$ cat config.mk
export PLATFORM = sky130hd
export DESIGN_NAME = mcwmfifo
export DESIGN_NICKNAME = d
export VERILOG_FILES = /design/src/rtl/mcwmfifo.sv
export SDC_FILE = /design/constraint.sdc
export NUM_CORES = 2
export LEC_CHECK = 0
export BUFFER_PORTS_ARGS = -buffer_cell sky130_fd_sc_hd__buf_2
export CAP_MARGIN = 0
export CORE_MARGIN = 5
export CORE_UTILIZATION = 55
export CTS_CLUSTER_SIZE = 16
export DETAILED_ROUTE_END_ITERATION = 10
export PLACE_DENSITY_LB_ADDON = 0.15
export SLEW_MARGIN = 20
export SYNTH_ARGS = -nofsm -noshare
export SYNTH_HDL_FRONTEND = slang
export SYNTH_SLANG_ARGS = --single-unit
$ cat constraint.sdc
create_clock -name clk -period 7.2 [get_ports clk]
set_input_delay 0.36 -clock clk [delete_from_list [all_inputs] [get_ports clk]]
set_output_delay 0.36 -clock clk [all_outputs]
set_load 0.01 [all_outputs]
$ cat src/rtl/mcwmfifo.sv
// ============================================================================
// mcwmfifo : multi-channel FIFO on one shared array with per-channel
//            count, full/empty, hysteretic high-watermark and overflow pulse
// Rev 1.0
// ============================================================================
`default_nettype none

module mcwmfifo #(
  parameter int WIDTH     = 64,
  parameter int DEPTH     = 16,
  parameter int NCHAN     = 4,
  parameter int HIWM      = 12,
  parameter int LOWM      = 4,
  parameter     RAM_STYLE = "distributed",
  localparam int DBIT     = (DEPTH <= 2) ? 1 : $clog2(DEPTH),
  localparam int CBIT     = (NCHAN <= 2) ? 1 : $clog2(NCHAN)
) (
  input  logic                        clk,
  input  logic                        reset,
  input  logic                        push,
  input  logic [CBIT-1:0]             push_ch,
  input  logic [WIDTH-1:0]            din,
  output logic [NCHAN-1:0]            full,
  output logic [NCHAN-1:0]            hiwm,
  output logic                        ovf,
  output logic [NCHAN*(DBIT+1)-1:0]   cnt,
  input  logic                        pop,
  input  logic [CBIT-1:0]             pop_ch,
  output logic [NCHAN-1:0]            empty,
  output logic [WIDTH-1:0]            dout,
  output logic                        dout_vld,
  output logic [CBIT-1:0]             dout_ch
);

  localparam int CW   = DBIT + 1;
  localparam int NENT = NCHAN * DEPTH;
  localparam int ABIT = (NENT <= 2) ? 1 : $clog2(NENT);

  // Pointer wrap is explicit so non-power-of-two depths stay inside their slice.
  function automatic logic [DBIT-1:0] f_inc(input logic [DBIT-1:0] p);
    return (p == DBIT'(DEPTH - 1)) ? '0 : p + 1'b1;
  endfunction

  (* ram_style = RAM_STYLE *) logic [WIDTH-1:0] r_mem [NENT];

  logic [WIDTH-1:0]             r_dout;
  logic                         r_dout_vld;
  logic [CBIT-1:0]              r_dout_ch;
  logic                         r_ovf;

  logic [NCHAN-1:0][DBIT-1:0]   w_wptr;
  logic [NCHAN-1:0][DBIT-1:0]   w_rptr;
  logic [NCHAN-1:0]             w_full;
  logic [NCHAN-1:0]             w_empty;
  logic                         w_push_in;
  logic                         w_pop_in;
  logic [CBIT-1:0]              w_pch;
  logic [CBIT-1:0]              w_qch;
  logic                         w_a_push;
  logic                         w_a_pop;
  logic [ABIT-1:0]              w_waddr;
  logic [ABIT-1:0]              w_raddr;

  // Out-of-range ids are folded to channel 0 only to keep the lookups legal;
  // the range flag still vetoes acceptance.
  assign w_push_in = (int'(push_ch) < NCHAN);
  assign w_pop_in  = (int'(pop_ch) < NCHAN);
  assign w_pch     = w_push_in ? push_ch : '0;
  assign w_qch     = w_pop_in  ? pop_ch  : '0;
  assign w_a_push  = push & w_push_in & ~w_full[w_pch];
  assign w_a_pop   = pop  & w_pop_in  & ~w_empty[w_qch];
  assign w_waddr   = ABIT'(int'(w_pch) * DEPTH + int'(w_wptr[w_pch]));
  assign w_raddr   = ABIT'(int'(w_qch) * DEPTH + int'(w_rptr[w_qch]));

  generate
    for (genvar c = 0; c < NCHAN; c++) begin : g_chan
      logic [CW-1:0]   r_cnt;
      logic [DBIT-1:0] r_wptr;
      logic [DBIT-1:0] r_rptr;
      logic            r_hiwm;
      logic            w_inc;
      logic            w_dec;
      logic [CW-1:0]   w_nxt;

      assign w_inc   = w_a_push && (w_pch == CBIT'(c));
      assign w_dec   = w_a_pop  && (w_qch == CBIT'(c));
      assign w_nxt   = r_cnt + CW'(w_inc) - CW'(w_dec);

      assign w_full[c]          = (r_cnt == CW'(DEPTH));
      assign w_empty[c]         = (r_cnt == '0);
      assign w_wptr[c]          = r_wptr;
      assign w_rptr[c]          = r_rptr;
      assign hiwm[c]            = r_hiwm;
      assign cnt[c*CW +: CW]    = r_cnt;

      always_ff @(posedge clk) begin
        if (reset) begin
          r_cnt  <= '0;
          r_wptr <= '0;
          r_rptr <= '0;
          r_hiwm <= 1'b0;
        end else begin
          r_cnt <= w_nxt;
          if (w_inc) r_wptr <= f_inc(r_wptr);
          if (w_dec) r_rptr <= f_inc(r_rptr);
          // Between the thresholds the flag keeps its last value.
          if (w_nxt >= CW'(HIWM))
            r_hiwm <= 1'b1;
          else if (w_nxt <= CW'(LOWM))
            r_hiwm <= 1'b0;
        end
      end
    end
  endgenerate

  always_ff @(posedge clk) begin
    if (w_a_push && !reset) r_mem[w_waddr] <= din;
  end

  always_ff @(posedge clk) begin
    if (w_a_pop && !reset) r_dout <= r_mem[w_raddr];
  end

  always_ff @(posedge clk) begin
    if (reset) begin
      r_dout_vld <= 1'b0;
      r_dout_ch  <= '0;
      r_ovf      <= 1'b0;
    end else begin
      r_dout_vld <= w_a_pop;
      if (w_a_pop) r_dout_ch <= pop_ch;
      r_ovf      <= push & ~w_a_push;
    end
  end

  assign full     = w_full;
  assign empty    = w_empty;
  assign ovf      = r_ovf;
  assign dout     = r_dout;
  assign dout_vld = r_dout_vld;
  assign dout_ch  = r_dout_ch;

endmodule

`default_nettype wire

# Word level (Yosys, flattened, before mapping)

Memory sizes are Yosys's and may differ from the RTL's. A register that Yosys moved wholly into a read port is not among the register bits.
Cells that the tools add are included.

Add/sub/neg operators: 18
Order comparisons: 10
Equality and inequality tests: 18
Multiplexer cells: 26
Bitwise logic cells: 6
Reduce and logical (&&, ||, !) cells: 21

Operators by type and width:

| cell                                                               | number |
|---|---|
| two-way mux 4 bit                                                  | 10 |
| adder 4 x 1 -> 4 bit (second input constant)                       | 8 |
| equality test 4 bit (second input constant)                        | 8 |
| adder 5 x 1 -> 5 bit                                               | 4 |
| equality test 5 bit (second input constant)                        | 4 |
| greater-or-equal comparator 5 x 4 -> 1 bit (second input constant) | 4 |
| <= comparator 5 x 3 -> 1 bit (second input constant)               | 4 |
| logical NOT 5 bit                                                  | 4 |
| subtractor 5 x 1 -> 5 bit                                          | 4 |
| binary-select mux 4 bit (select 2 bit)                             | 2 |
| adder 6 x 4 -> 6 bit                                               | 2 |
| two-way mux 1 bit                                                  | 12 |
| logical AND 1 bit                                                  | 10 |
| equality test 2 bit (second input constant)                        | 4 |
| nonzero test 2 bit                                                 | 4 |
| less-than comparator 2 x 3 -> 1 bit (second input constant)        | 2 |
| binary-select mux 1 bit (select 2 bit)                             | 2 |
| equality test 2 x 1 -> 1 bit (second input constant)               | 2 |
| logical NOT 2 bit                                                  | 2 |
| AND 1 bit                                                          | 3 |
| inverter 1 bit                                                     | 3 |
| logical NOT 1 bit                                                  | 1 |

Register bits: 60
RAM bits: 4096
Output and inout port bits: 100
Logic and storage cells: 119
Memories kept: 1

Memories:

| name  | words | bits a word | read ports | clocked after Yosys merged registers in | write ports | RTL line | RTL |
|---|---|---|---|---|---|---|---|
| r_mem | 64    | 64          | 1          | 1                                       | 1           | 44       | `(* ram_style = RAM_STYLE *) logic [WIDTH-1:0] r_mem [NENT];` |

# Logic depth before layout (Yosys ltp)

Word-level depth: 11
Gate-level depth with buffers: 18
Depth with buffers taken out: 17

# Worst setup path after synthesis

OpenSTA, ideal clock, no wires.

Path kind: in2reg
From: in push_ch[1]
To: mem r_mem[62][0], enable pin
Setup time: 487 ps
Data arrival time: 4586 ps
Required time: 6713 ps
Setup slack: 2128 ps
Stages on the path: 7
Buffers on the path: 1
Cell sequence: clkbuf_1 inv_1 mux4_2 and2_1 nor3b_1 nand3_1 nor2_1

Word-level cells in the longest chain between the ends: 7

Ends and longest elaborated chain:

| what                                                                         | RTL line | RTL |
|---|---|---|
| start, declared                                                              | 21       | `input logic [CBIT-1:0] push_ch,` |
| parallel branches: the longest is 7 deep, another holds adder 6 x 4 -> 6 bit | n/a      |  |
| end, declared                                                                | 44       |  |

Parallel ways; which one is timed is not known. The select of a mux whose other input is x is not followed.

# Worst setup path after layout

From: reg g_chan[3].r_cnt[3]
To: mem r_mem[51][27], enable pin

Word-level cells in the longest chain between the ends: 8

Ends and longest elaborated chain:

| what                                    | RTL line | RTL |
|---|---|---|
| start, declared                         | 77       | `logic [CW-1:0] r_cnt;` |
| start signal, assigned                  | 103      | `r_cnt <= w_nxt;` |
| equality test 5 bit                     | 89       | `assign w_full[c] = (r_cnt == CW'(DEPTH));` |
| binary-select mux 1 bit (select 2 bit)  | 70       | `assign w_a_push = push & w_push_in & ~w_full[w_pch];` |
| two-way mux 1 bit (implied by the code) | 70       |  |
| inverter 1 bit                          | 70       |  |
| AND 1 bit                               | 70       |  |
| logical AND 1 bit                       | 117      | `if (w_a_push && !reset) r_mem[w_waddr] <= din;` |
| two-way mux 1 bit                       | 117      |  |
| two-way mux 1 bit (implied by the code) | 117      |  |

Every way passes these cells. The select of a mux whose other input is x is not followed.

==> results_dict.tcl <==
set metrics [dict create \
    core_um2 303000 \
    skew_ns 0.0391 \
    die_x_um 562 \
    cell_internal_pwr_uw 41400 \
    tightestPinTransition_ns 1.21 \
    route.detailed.drc 0 \
    row_count 202 \
    violations "negative hold slack" \
    leakage_uw 0.0562 \
    path_max_fanout 27 \
    yosysWarnings 0 \
    cap_viol_max_count 0 \
    areaGrowthSynthToFinish_pct 12.1 \
    setup_viol 0 \
    max_stage_delay_ns 0.90 \
    ys_ff_latch 4220 \
    routed.top_layer "met5" \
    num_vias 92400 \
    htree_levels 5 \
    die-area_um2 315000 \
    min_period_over_period 0.667 \
    seq_area_um2 126000 \
    cp_common_cell "buf_4" \
    syn_area_um2 167000 \
    hold_violations 23 \
    status "complete, but fails checks" \
    nNetsFinal 10000 \
    worstSkewPairLatency_ns 0.95 \
    setup_tns_ns 0 \
    clock-sinks 4220 \
    required_ns 7.78 \
    rsz0062_at_grt "false" \
    root_buffer "clkbuf_16" \
    swShare 0.224 \
    place_worst_setup_slack_ns 2.47 \
    p_seq_frac 0.513 \
    start_util 0.553 \
    met3_length_mm 38.5 \
    start_kind "register" \
    cts_buffer_depth 4 \
    dp_hpwl_mm 244 \
    clkPwrFrac 0.411 \
    io_buffers 171 \
    grt_max_degree 146 \
    first_pass_iters 6 \
    drive_gt1_frac 0.131 \
    fin_hold_ws_ns -0.0162 \
    grt_overflow_total 0 \
    clk_pin_slew_worst_paths_ns 0.06 \
    critical_path.cell_chain "inv_1 -> ha_1 -> or4bb_1 -> mux4_2 -> and2_1 -> nand3b_1 -> nand2b_1 -> nor2_4 -> buf_4 -> buf_4" \
    postLayoutSetupSlackWorst_ns 2.40 \
    ir_drop_uv 243 \
    worst_setup_path_end_kind "register" \
    power.density_nw_per_um2 285 \
    grt_pass1_vias 89800 \
    grt_usage 0.299 \
    comb_power_share 0.076 \
    clock.fmax_ghz 0.208 \
    boundaryPins 172 \
    cp.arrival_ns 5.39 \
    grt_pass1_wl_mm 676 \
    final_cell_mix "edfxtp_1 (4160), mux2i_1 (2003), nand2_1 (600), o211ai_1 (576), a21oi_1 (466)" \
    max_slew_margin 0.193 \
    cts.repair.resized 0 \
    wl_per_cell_um 33.9 \
    cts_tree "yes" \
    slowest_stage "nor2_4" \
    layout_commonest_cell "edfxtp_1" \
    yosysSeqAreaShare 0.754 \
    syn_nets 9733 \
    slew_violations 0 \
    fin_util 0.619 \
    ys_types 44 \
    via_per_inst 6.48 \
    place.gp.congestion 0.801 \
    wl_met1_mm 192 \
    p_sw_uw 12000 \
    ant_nets 0 \
    drt_iter0_markers 10600 \
    synth.avg_cell_area_um2 17.4 \
    netlist_instances 9625 \
    multiInputGateArea_um2 38500 \
    wl_met2_mm 230 \
    num-fill-cells 21600 \
    die_h_um 562 \
    cts_buffers 424 \
    hold_class "input port to register" \
    routed_wl_mm 482 \
    antenna_found_initial 29 \
    path_class "register to register" \
    min_period_ns 4.80 \
]
area by class of cell:
class,instances,area share
Antenna cell,15,0.000200
Clock buffer,518,0.0595
Clock inverter,266,0.0143
Inverter,39,0.000781
Multi-Input combinational cell,4767,0.205
Sequential cell,4220,0.672
Tap cell,3978,0.0265
Timing Repair Buffer,447,0.0209
cells by family after synthesis:
| family | after synthesis | share of synthesized area |
|---|---|---|
| muxes | 2271 | 0.138 |
| and+or+nand+nor | 1096 | 0.0291 |
| buffers and inverters | 638 | 0.0197 |
| AOI/OAI and AO/OA | 1340 | 0.0549 |
| DFF | 4220 | 0.754 |
| adders and majority gates | 36 | 0.00287 |
| xor gates and xnor gates | 24 | 0.00126 |
registers in the layout, summed over array words and instances, names as in the netlist:
name / count
g_chan.r_cnt: 20
dout_vld: 1
g_chan.r_wptr: 16
ovf: 1
dout: 64
g_chan.r_hiwm: 4
r_mem: 4096
dout_ch: 2
g_chan.r_rptr: 16
power groups by stage:
stage	combinational (µW)	clock, µW	sequential [µW]
6_report	4080	21900	27400
5_1_grt	4340	23300	27400
4_1_cts	4040	22200	27400
3_5_place_dp	4030	0	27900
3_3_place_gp	3940	0	27900
2_1_floorplan	2740	0	27800
repair_timing:
item / 4_1_cts / 5_1_grt
hold buffers: 6 / 22
setup buffers: 0 / 0
hold endpoints to repair: 26 / 359
setup endpoints to repair: 0 / 0
critical path, delay by kind of cell, from the launching register on:
kind / cells / cell delay [ns]
and+or+nand+nor: 5 / 2.07
buffers and inverters: 3 / 1.41
DFF: 1 / 0.38
muxes: 1 / 0.29
adders and majority gates: 1 / 0.20
routing by layer:
| metal | vias up | GRT usage |
|---|---|---|
| met5 | - | 0 |
| met4 | 16 | 0.116 |
| met3 | 929 | 0.0477 |
| met2 | 4499 | 0.485 |
| met1 | 48200 | 0.411 |
| li1 | 38700 | - |
stage by stage:
stage	instance area [µm²]	cells	power, µW
2_1_floorplan	167000	9625	30600
3_3_place_gp	173000	13400	31800
3_5_place_dp	173000	13400	31900
4_1_cts	187000	14200	53600
5_1_grt	188000	14200	55000
6_report	188000	14300	53400
worst paths after layout:
kind	depth (start not counted)	endpoint	slack [ns]	start
worst max-delay path	10	r_mem[51][27]	2.40	g_chan[3].r_cnt[3]
worst min-delay path	1	r_mem[3][60]	-0.02	din[60]
worst max register to register	10	r_mem[51][27]	2.40	g_chan[3].r_cnt[3]
worst min register to register	2	g_chan[3].r_hiwm	0.50	g_chan[3].r_hiwm
synthesized netlist by cell type:
master / instances / share of area
mux4_2: 8 / 0.0011
a31oi_1: 18 / 0.00067
xnor2_1: 7 / 0.00037
a211oi_1: 128 / 0.0057
clkbuf_1: 280 / 0.0063
nor2_1: 248 / 0.0056
and2_1: 9 / 0.00034
buf_6: 78 / 0.0052
a221o_1: 128 / 0.0077
edfxtp_1: 4160 / 0.75
o211ai_1: 576 / 0.026
o21ai_0: 4 / 0.00012
and4_1: 64 / 0.0033
or3_1: 3 / 0.00011
nor3b_1: 2 / 0.000090
nor2_2: 1 / 0.000037
and3b_1: 3 / 0.00016
dfxtp_1: 60 / 0.0072
nand3b_1: 2 / 0.000090
buf_4: 25 / 0.0011
a21o_1: 11 / 0.00049
or4bb_1: 1 / 0.000067
buf_1: 35 / 0.00079
fa_1: 4 / 0.00048
nor2_4: 1 / 0.000067
or2_2: 1 / 0.000037
ha_1: 32 / 0.0024
inv_1: 39 / 0.00087
mux2_1: 15 / 0.0010
xor2_1: 17 / 0.00089
mux2_2: 244 / 0.016
nand2b_1: 8 / 0.00030
nand2_1: 600 / 0.013
a21oi_1: 466 / 0.014
nand4_1: 65 / 0.0024
buf_2: 181 / 0.0054
nor2b_1: 11 / 0.00041
nor4b_1: 4 / 0.00021
nand3_1: 66 / 0.0020
mux2i_1: 2004 / 0.12
nand4bb_1: 3 / 0.00020
a311oi_1: 9 / 0.00047
and3_1: 3 / 0.00011
nor4b_2: 1 / 0.000090
Note: power is estimated with default switching activity, not from simulation.
